==> config.mk <==
export PLATFORM = sky130hd
export DESIGN_NAME = line_buffer_ctrl
export DESIGN_NICKNAME = d
export VERILOG_FILES = /design/src/rtl/line_buffer_ctrl_pkg.sv /design/src/rtl/line_buffer_ctrl_phase_cnt.sv /design/src/rtl/line_buffer_ctrl.sv
export SDC_FILE = /design/constraint.sdc
export NUM_CORES = 1
export LEC_CHECK = 0
export ABC_AREA = 1
export BUFFER_PORTS_ARGS = -buffer_cell sky130_fd_sc_hd__buf_2
export CAP_MARGIN = 10
export CORE_MARGIN = 4
export CORE_UTILIZATION = 30
export DETAILED_ROUTE_END_ITERATION = 12
export PLACE_DENSITY_LB_ADDON = 0.08
export SLEW_MARGIN = 10
export SYNTH_ARGS = -nofsm -noshare
export SYNTH_HDL_FRONTEND = slang
export SYNTH_SLANG_ARGS = --single-unit
==> constraint.sdc <==
create_clock -name pclk -period 4.4 [get_ports pclk]
set_input_delay 0.22 -clock pclk [delete_from_list [all_inputs] [get_ports pclk]]
set_output_delay 0.22 -clock pclk [all_outputs]
set_load 0.01 [all_outputs]
==> src/rtl/line_buffer_ctrl_pkg.sv <==
// Shared definitions for the ping-pong scanline buffer controller.
package line_buffer_ctrl_pkg;

    // Controller states (2-bit encodings kept stable for existing tooling)
    localparam logic [1:0] ST_IDLE = 2'd0;
    localparam logic [1:0] ST_FILL = 2'd1;
    localparam logic [1:0] ST_RUN  = 2'd2;

    // Bank encoding
    localparam logic BANK_A = 1'b0;
    localparam logic BANK_B = 1'b1;

    // Default line geometry
    localparam int LINE_PIXELS_DEF = 800;
    localparam int DECIM_DEF       = 2;

endpackage

==> src/rtl/line_buffer_ctrl_phase_cnt.sv <==
// PPU line phase counter: tracks the pixel index within a PPU line and
// flags the last pixel and the decimated write phase.
module line_phase_cnt #(
    parameter int LINE_CLKS = 1600,
    parameter int DECIM     = 2,
    parameter int P_W       = $clog2(LINE_CLKS)
) (
    input  logic           pclk,
    input  logic           rst_n,
    input  logic           load,
    output logic [P_W-1:0] p,
    output logic           active,
    output logic           last,
    output logic           wr_phase,
    output logic           restart
);

    logic [P_W-1:0] p_reg;
    logic           act_reg;

    // p_reg/act_reg describe the current cycle unless a line start overrides them
    assign active   = load | act_reg;
    assign p        = load ? '0 : p_reg;
    assign last     = active && (p == P_W'(LINE_CLKS - 1));
    assign wr_phase = active && ((p & P_W'(DECIM - 1)) == '0);
    assign restart  = load && act_reg && (p_reg != '0);

    // Advance the pixel index; the line goes inactive after its last pixel
    always_ff @(posedge pclk) begin
        if (!rst_n) begin
            p_reg   <= '0;
            act_reg <= 1'b0;
        end else if (active) begin
            if (last) begin
                p_reg   <= '0;
                act_reg <= 1'b0;
            end else begin
                p_reg   <= p + P_W'(1);
                act_reg <= 1'b1;
            end
        end
    end

endmodule

==> src/rtl/line_buffer_ctrl.sv <==
// Ping-pong scanline buffer scheduler between the PPU pixel stream and
// the VGA timing generator: decimated writes into the idle bank, bank swap
// at end of line, VGA start gating and overrun/underrun flags.
module line_buffer_ctrl
    import line_buffer_ctrl_pkg::*;
#(
    parameter int LINE_PIXELS = LINE_PIXELS_DEF,
    parameter int DECIM       = DECIM_DEF,
    parameter int ADDR_W      = 10,
    parameter int START_DELAY = 3203
) (
    input  logic              pclk,
    input  logic              rst_n,
    input  logic              ppu_line_start,
    input  logic [ADDR_W-1:0] vga_h_cnt,
    input  logic              vga_blank,
    output logic              wr_en_a,
    output logic              wr_en_b,
    output logic [ADDR_W-1:0] wr_addr,
    output logic [ADDR_W-1:0] rd_addr,
    output logic              rd_bank,
    output logic              rd_bank_q,
    output logic              vga_en,
    output logic              line_swap,
    output logic              overrun,
    output logic              underrun
);

    localparam int PPU_LINE_CLKS = LINE_PIXELS * DECIM;
    localparam int P_W           = $clog2(PPU_LINE_CLKS);
    localparam int DSH           = $clog2(DECIM);
    localparam int SC_W          = $clog2(START_DELAY + 1);
    localparam int GAP_LIMIT     = 2 * PPU_LINE_CLKS;
    localparam int G_W           = $clog2(GAP_LIMIT + 1);

    logic [P_W-1:0]  p;
    logic            active;
    logic            last;
    logic            wr_phase;
    logic            restart;
    logic [1:0]      state;
    logic [SC_W-1:0] start_cnt;
    logic [G_W-1:0]  gap;
    logic [G_W-1:0]  gap_nxt;
    logic [1:0]      swap_pipe;

    line_phase_cnt #(
        .LINE_CLKS (PPU_LINE_CLKS),
        .DECIM     (DECIM),
        .P_W       (P_W)
    ) u_phase (
        .pclk     (pclk),
        .rst_n    (rst_n),
        .load     (ppu_line_start),
        .p        (p),
        .active   (active),
        .last     (last),
        .wr_phase (wr_phase),
        .restart  (restart)
    );

    // Blanking parks the read address at 0
    assign rd_addr   = vga_blank ? '0 : vga_h_cnt;
    assign line_swap = swap_pipe[1];

    // Registered write strobe into the bank not being read
    always_ff @(posedge pclk) begin
        if (!rst_n) begin
            wr_en_a <= 1'b0;
            wr_en_b <= 1'b0;
            wr_addr <= '0;
        end else begin
            wr_en_a <= wr_phase && (rd_bank == BANK_B);
            wr_en_b <= wr_phase && (rd_bank == BANK_A);
            if (wr_phase)
                wr_addr <= ADDR_W'(p >> DSH);
        end
    end

    // Bank toggle after the last pixel; swap pulse trails by one cycle
    always_ff @(posedge pclk) begin
        if (!rst_n) begin
            rd_bank   <= BANK_A;
            rd_bank_q <= BANK_A;
            swap_pipe <= '0;
        end else begin
            if (last)
                rd_bank <= ~rd_bank;
            rd_bank_q <= rd_bank;
            swap_pipe <= {swap_pipe[0], last};
        end
    end

    // Startup FSM: counter counts from the first line start so vga_en
    // rises exactly START_DELAY cycles later
    always_ff @(posedge pclk) begin
        if (!rst_n) begin
            state     <= ST_IDLE;
            start_cnt <= '0;
            vga_en    <= 1'b0;
        end else begin
            case (state)
                ST_IDLE: begin
                    if (ppu_line_start) begin
                        state     <= ST_FILL;
                        start_cnt <= SC_W'(1);
                    end
                end
                ST_FILL: begin
                    if (start_cnt == SC_W'(START_DELAY - 1)) begin
                        state  <= ST_RUN;
                        vga_en <= 1'b1;
                    end
                    if (start_cnt != SC_W'(START_DELAY))
                        start_cnt <= start_cnt + SC_W'(1);
                end
                default: ;
            endcase
        end
    end

    // Cycles since the last swap, saturating at the underrun limit
    always_comb begin
        gap_nxt = gap;
        if (state == ST_IDLE || last)
            gap_nxt = '0;
        else if (gap != G_W'(GAP_LIMIT))
            gap_nxt = gap + G_W'(1);
    end

    // Gap counter and sticky error flags
    always_ff @(posedge pclk) begin
        if (!rst_n) begin
            gap      <= '0;
            overrun  <= 1'b0;
            underrun <= 1'b0;
        end else begin
            gap <= gap_nxt;
            if (restart)
                overrun <= 1'b1;
            if (state == ST_RUN && gap_nxt == G_W'(GAP_LIMIT))
                underrun <= 1'b1;
        end
    end

endmodule
---- Word level (Yosys, flattened, before mapping) ----
Index checks and enable logic that the tools add are counted.
word-level totals
  register bits ........................... 57
  latch bits .............................. 0
  bits in writable memories ............... 0
  ROM bits ................................ 0
  input port bits ......................... 14
  output and inout bits ................... 28
  word-level logic and storage cells ...... 56
  memories kept ........................... 0
cells by class
  add/sub/neg operators ................... 3
  $mul .................................... 0
  divide/modulo/power cells ............... 0
  magnitude comparators ................... 0
  eq/ne operators ......................... 10
  shift operators ......................... 0
  multiplexer cells ....................... 12
  bitwise gates (word level) .............. 2
  reductions and logical operators ........ 15
operator list
  operator                 number
  $mux W12                 4
  $add A12 B1 Y12 const B  2
  $eq A12 B12 Y1 const B   2
  $ne A12 B12 Y1 const B   2
  $pmux W12 S2             1
  $mux W11                 2
  $add A11 B1 Y11 const B  1
  $eq A11 B11 Y1 const B   1
  $logic_not A11 Y1        1
  $reduce_bool A11 Y1      1
  $mux W10                 1
  $logic_and A1 B1 Y1      7
  $ne A2 B2 Y1 const B     3
  $reduce_and A3 Y1        2
  $mux W2                  2
  $pmux W2 S2              1
  $eq A2 B1 Y1 const B     1
  $eq A2 B2 Y1 const B     1
  $logic_not A2 Y1         1
  $reduce_and A2 Y1        1
  $reduce_bool A2 Y1       1
  $logic_or A1 B1 Y1       1
  $mux W1                  1
  $not A1 Y1               1
  $or A1 B1 Y1             1

---- Longest topological paths before layout ----
Gate-level depths: netlist (run 1).
  depth in word-level cells ............... 7
  depth in mapped cells ................... 12

---- Hierarchy ----
Synthesis (run 1) repeated with hierarchy kept, for this count alone.
second synthesis, totals
  cells, all modules ...................... 473
  area total of the unflattened synthesis .. 3166.8 sq um
by module, submodules not included
  module            instances  cells an instance  area each (sq um)
  line_buffer_ctrl  1          351                2301.0
  line_phase_cnt    1          122                865.8

---- Worst setup path before layout (run 1) ----
OpenSTA, ideal clock, no wires.
  kind .................................... reg-to-reg
  start ................................... register u_phase.p_reg[0]
  end ..................................... register gap[5]
  library setup time ...................... 0.120 ns
  data arrival time ....................... 1.518 ns
  data required time ...................... 4.280 ns
  path slack .............................. 2.761 ns
  cell stages (with the launch flop) ...... 10
  period minus slack after synthesis ...... 1.639 ns
  cell sequence ........................... dfxtp_1 inv_1 nor2_1 ha_1 nand3_2 nor2_2 nand3_2 nand3_1 buf_2 a21oi_1
on the way
  word-level cells in the longest chain between the ends .. 5
ends and longest elaborated chain
  item                    RTL line                          RTL
  start, declared         line_buffer_ctrl_phase_cnt.sv:18  logic [P_W-1:0] p_reg;
  start signal, assigned  line_buffer_ctrl_phase_cnt.sv:38  p_reg <= p + P_W'(1);
  $mux W11                line_buffer_ctrl_phase_cnt.sv:23  assign p = load ? '0 : p_reg;
  $eq A11 B11 Y1          line_buffer_ctrl_phase_cnt.sv:24  assign last = active && (p == P_W'(LINE_CLKS - 1));
  $logic_and A1 B1 Y1     line_buffer_ctrl_phase_cnt.sv:24
  $logic_or A1 B1 Y1      line_buffer_ctrl.sv:125           if (state == ST_IDLE || last)
  $mux W12                line_buffer_ctrl.sv:125
  end signal, assigned    line_buffer_ctrl.sv:138           gap <= gap_nxt;
  end, declared           line_buffer_ctrl.sv:43            logic [G_W-1:0] gap;
No other way between the ends.
A chain may end at the register's enable or synchronous reset.

---- Worst setup path after layout (run 1) ----
  start ................................... register u_phase.p_reg[0]
  end ..................................... register gap[10]
The elaborated chain is that of the path after synthesis.

==> flow_summary.yaml, run 1 <==
cts:
  postCtsSetupBuffers: 0
  cts_tree: "yes"
  clk_latency_ns: 0.33
  cts_hold_buf: 0
  clock_sinks: 57
  cts_buffers: 9
  cts_buffer_depth: 2
  htreeDepth: 3
  clk_pin_slew_worst_paths_ns: 0.07
  cts_resized: 0
  cts_root_buffer: "clkbuf_8"
placed_design:
  io_buffers: 41
  dp_hpwl_um: 5278
  place_inst: 583
  place_congestion: 0.8270
  dpl_cell_area_um2: 3228
synth:
  syn_inst: 420
  synth_edf_count: 0
  ys_ff_latch: 57
  synthFlopType: "dfxtp_1"
  synthesis.nets: 439
  yosysWarnings: 0
  yosysSeqAreaShare: 0.3933
  ys_types: 37
  synthArstFlopShare: 0
  synth.avg_cell_area_um2: 6.908
  netlist_area_um2: 2902
sta:
  finalSetupTns_ns: 0
  hold_violations: 0
  slew_violations: 0
  finalSetupViolCount: 0
  hold_slack_ns: 0.2811
  period_share: 0.4410
  finalClockSkew_ns: 0.009273
  tightest_slew_ns: 0.6099
  max-slew-margin-rel: 0.5919
  rsz0062_at_grt: "no"
  period_needed_ns: 1.940
  fmax_ghz: 0.5154
drt:
  dr.pass1.iters: 4
  drc: 0
  drtIter0Drc: 100
  vias: 2679
  routedWlPerCell_um: 11.52
  vias_per_cell: 4.472
  finalWirelength_um: 6898
  ant_nets: 0
status:
  outcome: "finished, final reports clean"
layout:
  layout.cells.non_filler: 599
  final_cell_mix: "nor2_1, nand2_1, inv_1"
  multiInputGateArea_um2: 1461
  drive_gt1_frac: 0.1766
  antenna_cells: 0
  fillers: 1007
  regArea_um2: 1141
  utilization: 0.3706
  final_area_um2: 3457
  syn_to_final_growth_pct: 19.15
  nets: 484
global_route:
  grt_max_degree: 20
  grt_pass1_vias: 2548
  grt_pass1_wl_um: 11720
  grtUsageTotal: 0.1275
  grt-ovfl-total: 0
  antenna_found_initial: 0
power:
  worst_ir_drop_vdd_v: 0.0001742
  power.leakage_nw: 1.489
  p_per_area_nw_per_um2: 344.7
critical_path:
  worstPathMaxFanout: 11
  end_kind: "register"
  cp_data_arrival_time_ns: 2.13
  required_ns: 4.59
  path_class: "reg2reg"
  start_kind: "register"
floorplanning:
  fp-row-count: 35
  die_h_um: 106.3
  start_util: 0.3111
  dieArea_um2: 11310
  ios: 42
  design.core.area_um2: 9328
  die_w_um: 106.3
worst_hold_path:
  hp-class: "in2reg"
flow_run:
  timing.max_cap.violations: 0
## path summary, 6_finish.rpt
check / slack (ns) / endpoint / startpoint / cells past startpoint
hold reg to reg: 0.41 / swap_pipe[1] / swap_pipe[0] / 2
hold / removal: 0.28 / swap_pipe[1] / rst_n / 3
setup / recovery: 2.46 / gap[10] / u_phase.p_reg[0] / 8
setup reg to reg: 2.46 / gap[10] / u_phase.p_reg[0] / 8
## critical path: stages (launching register included)
cell     delay, ns
dfxtp_1       0.36
inv_1         0.06
nor2_1        0.22
ha_1          0.25
nand3_2       0.16
nor2_2        0.17
nand3_2       0.14
nand3_1       0.37
a21oi_1       0.07
## synth_stat cells, types with 3 or more instances
cell      number  area share
nand2_1       68       0.088
o21ai_0       22       0.038
o22ai_1        3      0.0065
nor3_1        12       0.021
inv_2          5      0.0065
dfxtp_1       57        0.39
nor2_1        68       0.088
o21bai_1       3      0.0078
xor2_1         6       0.018
inv_1         63       0.082
nand4_1        7       0.015
nand3_2        5       0.017
ha_1           5       0.022
a21oi_1       27       0.047
nand3_1       33       0.057
nand2_2        3      0.0065
nor2_4         3       0.012
nor2_2         4      0.0086
## area by class of cell
cell class,instances,area share
clock buffer,11,0.04379
multi-input combinational,287,0.4227
sequential,57,0.3301
tap,129,0.04669
inverter,69,0.07492
timing repair buffer,41,0.05936
clock inverter,5,0.02244
## report_power, final
part / internal [mW] / switching, mW
Clock: 0.348 / 0.207
Sequential: 0.531 / 0.0105
Combinational: 0.0311 / 0.0643
Total: 0.910 / 0.282
## kinds of logic (layout without fill, tap and decap cells)
kind of cell,Yosys count,in the layout,share of synthesized area
adders and majority gates,5,5,0.02156
AOI/OAI and AO/OA,63,63,0.1182
xor gates and xnor gates,8,8,0.02415
DFF,57,57,0.3933
buffers and inverters,76,126,0.1031
and+or+nand+nor,211,211,0.3398
## per-layer routing
layer | part of all wire | vias up | track usage | routed length [µm]
li1 | - | 1436 | - | -
met1 | 0.49 | 1183 | 0.1641 | 3396
met5 | 0 | - | 0 | 0
met4 | 0.0080 | 0 | 0.03978 | 55
met3 | 0.051 | 6 | 0.03643 | 355
met2 | 0.45 | 54 | 0.2059 | 3091
## per-stage QoR
step	power, mW	setup WS [ns]
CTS	1.212	2.461
detailed placement	0.6502	2.346
finish	1.192	2.460
global placement	0.6504	2.402
global route	1.246	2.207
floorplan	0.6150	2.761
Note: power is estimated with default switching activity, not from simulation.
==> run 2, diff against run 1 <==
Settings changed: ABC_AREA 1 to 0.
Clock period 4.4 ns to 1.9 ns, I/O delays scaled along.
==> flow_summary.yaml, run 2 <==
cts:
  cts_root_buffer: "clkbuf_8"
  htreeDepth: 3
  cts_buffers: 9
  cts_hold_buf: 0
  cts_tree: "yes"
  clk_latency_ns: 0.34
  clk_pin_slew_worst_paths_ns: 0.06
  cts_buffer_depth: 2
  clock_sinks: 57
placed_design:
  io_buffers: 41
  dp_hpwl_um: 4823
  pre_cts_slack_ns: -0.04815
  place_congestion: 0.7689
synth:
  synth_area_leaders: "dfxtp_1, nor2b_1, xnor2_1, nor2_1, xor2_1"
  netlist_area_um2: 2761
  synth_mux_area_frac: 0.02945
  synth_fa_ha_area_frac: 0.02266
  synthTopCellsByCount: "dfxtp_1, nor2_1, nor2b_1"
  yosysSeqAreaShare: 0.4132
  synthArstFlopShare: 0
  yosysWarnings: 0
  post-synth-top-count-cell: "dfxtp_1"
  synth_edf_count: 0
  synth_top_family_by_area: "simple AND/OR/NAND/NOR gates"
  synth_top_area_cell: "dfxtp_1"
  synth_compound_area_frac: 0.1155
  yosysTopAreaCellShare: 0.4132
  synthFlopType: "dfxtp_1"
  synthesis.nets: 330
  ys_ff_latch: 57
  ys_types: 57
  syn_inst: 311
  synth.avg_cell_area_um2: 8.879
  synth-xor-area-share: 0.07612
  yosys.area_share.simple: 0.3154
floorplanning:
  die_h_um: 103.9
  fp-row-count: 34
  die_w_um: 103.9
  start_util: 0.3121
  ios: 42
  dieArea_um2: 10800
  design.core.area_um2: 8848
power:
  p_per_area_nw_per_um2: 756.9
  power.leakage_nw: 1.381
  worst_ir_drop_vdd_v: 0.0003237
  power_mw: 2.730
sta:
  hold_violations: 0
  finalSetupTns_ns: 0
  slew_violations: 0
  setup_ws_ns: 0.08219
  finalClockSkew_ns: 0.008478
  period_share: 0.9567
  fmax_ghz: 0.5501
  period_needed_ns: 1.818
  tightest_slew_ns: 0.4664
  max-slew-margin-rel: 0.6884
  hold_slack_ns: 0.1529
  finalSetupViolCount: 0
critical_path:
  regToRegSetupSlack_ns: 0.08
  r2r-start: "u_phase.p_reg[6]"
  r2r_cells: 6
  start_kind: "register"
  required_ns: 2.11
  worstPathMaxFanout: 5
  cp_data_arrival_time_ns: 2.03
  worstSetupStartpoint: "u_phase.p_reg[6]"
  end_kind: "register"
  reg2reg_to: "u_phase.p_reg[10]"
  endpoint: "u_phase.p_reg[10]"
  path_class: "reg2reg"
layout:
  drive_gt1_frac: 0.2905
  nets: 403
  syn_to_final_growth_pct: 30.63
  fillers: 895
  final_cell_mix: "dfxtp_1, buf_2, nor2_1"
  layout_commonest_cell: "dfxtp_1"
  antenna_cells: 0
drt:
  finalWirelength_um: 6572
  dr.pass1.iters: 4
  routedWlPerCell_um: 13.22
  ant_nets: 0
  vias: 2365
  drtIter0Drc: 75
  drc: 0
  vias_per_cell: 4.759
status:
  outcome: "finished, final reports clean"
flow_run:
  timing.max_cap.violations: 0
global_route:
  grtUsageTotal: 0.1279
  grt_pass1_wl_um: 11300
  grt_max_degree: 17
  antenna_found_initial: 0
  grt_pass1_vias: 2331
  grt-ovfl-total: 0
worst_hold_path:
  hp-class: "in2reg"
## run 2: cell count changes after synthesis, sizes merged, moves of 7 or more
cell	previous run	this run
xnor2	2	14
mux2i	0	7
nor2	75	32
nand3	38	10
inv	68	8
nor2b	0	32
o21ai	25	9
nand2	71	19
a21oi	27	11
## run 2: cells by family (layout without fill, tap and decap cells)
group / count (synthesis) / after routing
multiplexers: 8 / 8
adder cells (fa/ha/maj): 5 / 5
AND/OR/NAND/NOR: 153 / 153
buffers and inverters: 19 / 97
XOR/XNOR: 24 / 24
AO/OA/AOI/OAI: 45 / 45
flip-flops: 57 / 57
## run 2: per-stage QoR
step / cell area [µm²] / instances / utilization
floorplan: 2761 / 311 / -
global placement: 3282 / 478 / 0.3709
global route: 3607 / 497 / 0.4077
detailed placement: 3282 / 478 / 0.3709
CTS: 3547 / 497 / 0.4009
finish: 3607 / 497 / 0.4077
## run 2: how the worst min path moves through the flow
stage / start / to / slack (ns) / cells after the start
3_5_place_dp: swap_pipe[0] / swap_pipe[1] / 0.44 / 1
3_3_place_gp: swap_pipe[0] / swap_pipe[1] / 0.43 / 1
4_1_cts: rst_n / wr_addr[5] / 0.15 / 2
2_1_floorplan: vga_blank / rd_addr[0] / 0.24 / 1
6_report: rst_n / wr_addr[4] / 0.15 / 2
5_1_grt: rst_n / wr_addr[5] / 0.16 / 2
## run 2: layout make-up
class	count	area, µm²	area share
clock inverters	4	75.07	0.02081
clock buffers	12	155.1	0.04301
inverters	9	33.78	0.009365
repair buffers	72	454.2	0.1259
well taps	108	135.1	0.03746
flip-flops and latches	57	1147	0.3181
multi-input cells	235	1607	0.4454
## run 2: critical path: stages, from the launching register on
cell and delay (ns):
dfxtp_1 0.32, or3_4 0.43, o41ai_4 0.40, a21bo_2 0.25, inv_2 0.07, a41oi_1 0.17
a31oi_1 0.05
## run 2: report_power, final
part | switching, mW | leakage, nW | internal (mW)
clock network | 0.493 | 0.109 | 0.810
registers | 0.0103 | 0.463 | 1.21
logic | 0.108 | 0.809 | 0.0995
total | 0.611 | 1.38 | 2.12
## run 2: repair_timing
item                       in CTS  in global routing
setup buffers                   3                  0
pin swaps                       3                  6
gates cloned                    0                  0
setup endpoints to repair       2                 16
resized for setup               4                 14
## run 2: metal layers
layer	wire length (µm)	track usage	vias to the layer above
li1	-	-	1236
met1	3175	0.1563	1077
met2	3007	0.2080	42
met3	257	0.02980	10
met4	131	0.06838	0
met5	0	0	-
==> run 3, diff against run 2 <==
==> constraint.sdc (replaced) <==
create_clock -name pclk -period 1.9 [get_ports pclk]
set_input_delay 0.475 -clock pclk [delete_from_list [all_inputs] [get_ports pclk]]
set_output_delay 0.475 -clock pclk [all_outputs]
set_load 0.01 [all_outputs]
==> flow_summary.yaml, run 3 (synthesis results as in run 2) <==
layout:
  fillers: 899
  final_area_um2: 3679
  multiInputGateArea_um2: 1624
  final_cell_mix: "dfxtp_1, buf_2, buf_4"
  nets: 411
  regArea_um2: 1144
  drive_gt1_frac: 0.3023
  syn_to_final_growth_pct: 33.21
  antenna_cells: 0
  layout_commonest_cell: "dfxtp_1"
floorplanning:
  dieArea_um2: 10800
  design.core.area_um2: 8848
  start_util: 0.3121
  fp-row-count: 34
  ios: 42
  die_w_um: 103.9
  die_h_um: 103.9
global_route:
  grt_pass1_wl_um: 11100
  grt_max_degree: 17
  antenna_found_initial: 0
  grtUsageTotal: 0.1241
  grt-ovfl-total: 0
  grt_pass1_vias: 2392
critical_path:
  r2r-start: "u_phase.p_reg[0]"
  worstPathMaxFanout: 4
  cp_data_arrival_time_ns: 2.06
  regToRegSetupSlack_ns: 0.07
  reg2reg_to: "rd_bank"
  start_kind: "register"
  required_ns: 2.13
  end_kind: "register"
  r2r_cells: 9
  path_class: "reg2reg"
drt:
  drc: 0
  drtIter0Drc: 63
  routedWlPerCell_um: 12.88
  ant_nets: 0
  vias_per_cell: 4.826
  vias: 2437
  dr.pass1.iters: 4
  finalWirelength_um: 6505
cts:
  clk_latency_ns: 0.34
  cts_root_buffer: "clkbuf_8"
  cts_buffer_depth: 2
  htreeDepth: 3
  cts_tree: "yes"
  clock_sinks: 57
  cts_hold_buf: 0
  clk_pin_slew_worst_paths_ns: 0.07
  cts_buffers: 9
sta:
  setup_ws_ns: 0.07131
  slew_violations: 0
  period_needed_ns: 1.829
  finalSetupViolCount: 0
  rsz0062_at_grt: "yes"
  hold_violations: 0
  max-slew-margin-rel: 0.6851
  period_share: 0.9625
  fmax_ghz: 0.5468
  tightest_slew_ns: 0.4658
  finalClockSkew_ns: 0.008178
flow_run:
  timing.max_cap.violations: 0
placed_design:
  pre_cts_slack_ns: -0.1695
  dp_hpwl_um: 4893
  dpl_cell_area_um2: 3392
  io_buffers: 41
  place_congestion: 0.8117
worst_hold_path:
  holdPathEnd: "vga_en"
  hp-class: "reg2reg"
  hold_start: "vga_en"
  holdPathStages: 1
power:
  p_per_area_nw_per_um2: 770.7
  worst_ir_drop_vdd_v: 0.0003971
  power.leakage_nw: 1.421
status:
  outcome: "finished, final reports clean"
[run 3: layout make-up]
| class | instances | share of cell area |
|---|---|---|
| clock inverter | 5 | 0.02789 |
| inverter | 9 | 0.009184 |
| multi-input combinational | 235 | 0.4415 |
| clock buffer | 11 | 0.03844 |
| tap | 108 | 0.03673 |
| sequential | 57 | 0.3109 |
| timing repair buffer | 80 | 0.1354 |
[run 3: per-layer routing]
layer,GRT usage,vias up,share of wire
met3,0.03911,14,0.044
met5,0,-,0
li1,-,1257,-
met2,0.2075,50,0.46
met4,0.04558,0,0.018
met1,0.1492,1116,0.48
[run 3: where the power goes]
part	switching, mW	internal, mW
combinational	0.104	0.106
sequential	0.0127	1.21
clock	0.498	0.905
[run 3: worst max-delay path by stage]
stage | to | startpoint
6_report | rd_bank | u_phase.p_reg[0]
3_5_place_dp | u_phase.p_reg[1] | ppu_line_start
5_1_grt | u_phase.p_reg[5] | u_phase.p_reg[0]
3_3_place_gp | u_phase.p_reg[1] | ppu_line_start
4_1_cts | u_phase.p_reg[1] | u_phase.p_reg[0]
2_1_floorplan | gap[11] | ppu_line_start
[run 3: metrics by stage]
| stage | power [mW] | std cells | hold slack (ns) | util | TNS (ns) |
|---|---|---|---|---|---|
| global placement | 1.457 | 488 | 0.4492 | 0.3833 | -2.310 |
| detailed placement | 1.455 | 488 | 0.4534 | 0.3833 | -2.877 |
| CTS | 2.864 | 504 | 0.4680 | 0.4113 | 0 |
| global route | 2.955 | 505 | 0.4948 | 0.4157 | -0.2264 |
| floorplan | 1.364 | 311 | 0.4119 | - | -1.124 |
| finish | 2.835 | 505 | 0.4605 | 0.4157 | 0 |
[run 3: worst max-delay path, cell delays in order (launching register included)]
cell     delay, ns
dfxtp_2       0.36
nor2b_4       0.19
ha_4          0.17
nand3_4       0.08
buf_4         0.15
nor4_1        0.26
buf_4         0.18
nand2_1       0.06
xnor2_1       0.11
and2_1        0.15
[run 3: what timing repair did]
| item | CTS | global route |
|---|---|---|
| setup buffers | 0 | 1 |
| pin swaps | 0 | 3 |
| gates resized for setup | 2 | 6 |
| endpoints found under the setup margin | 1 | 21 |
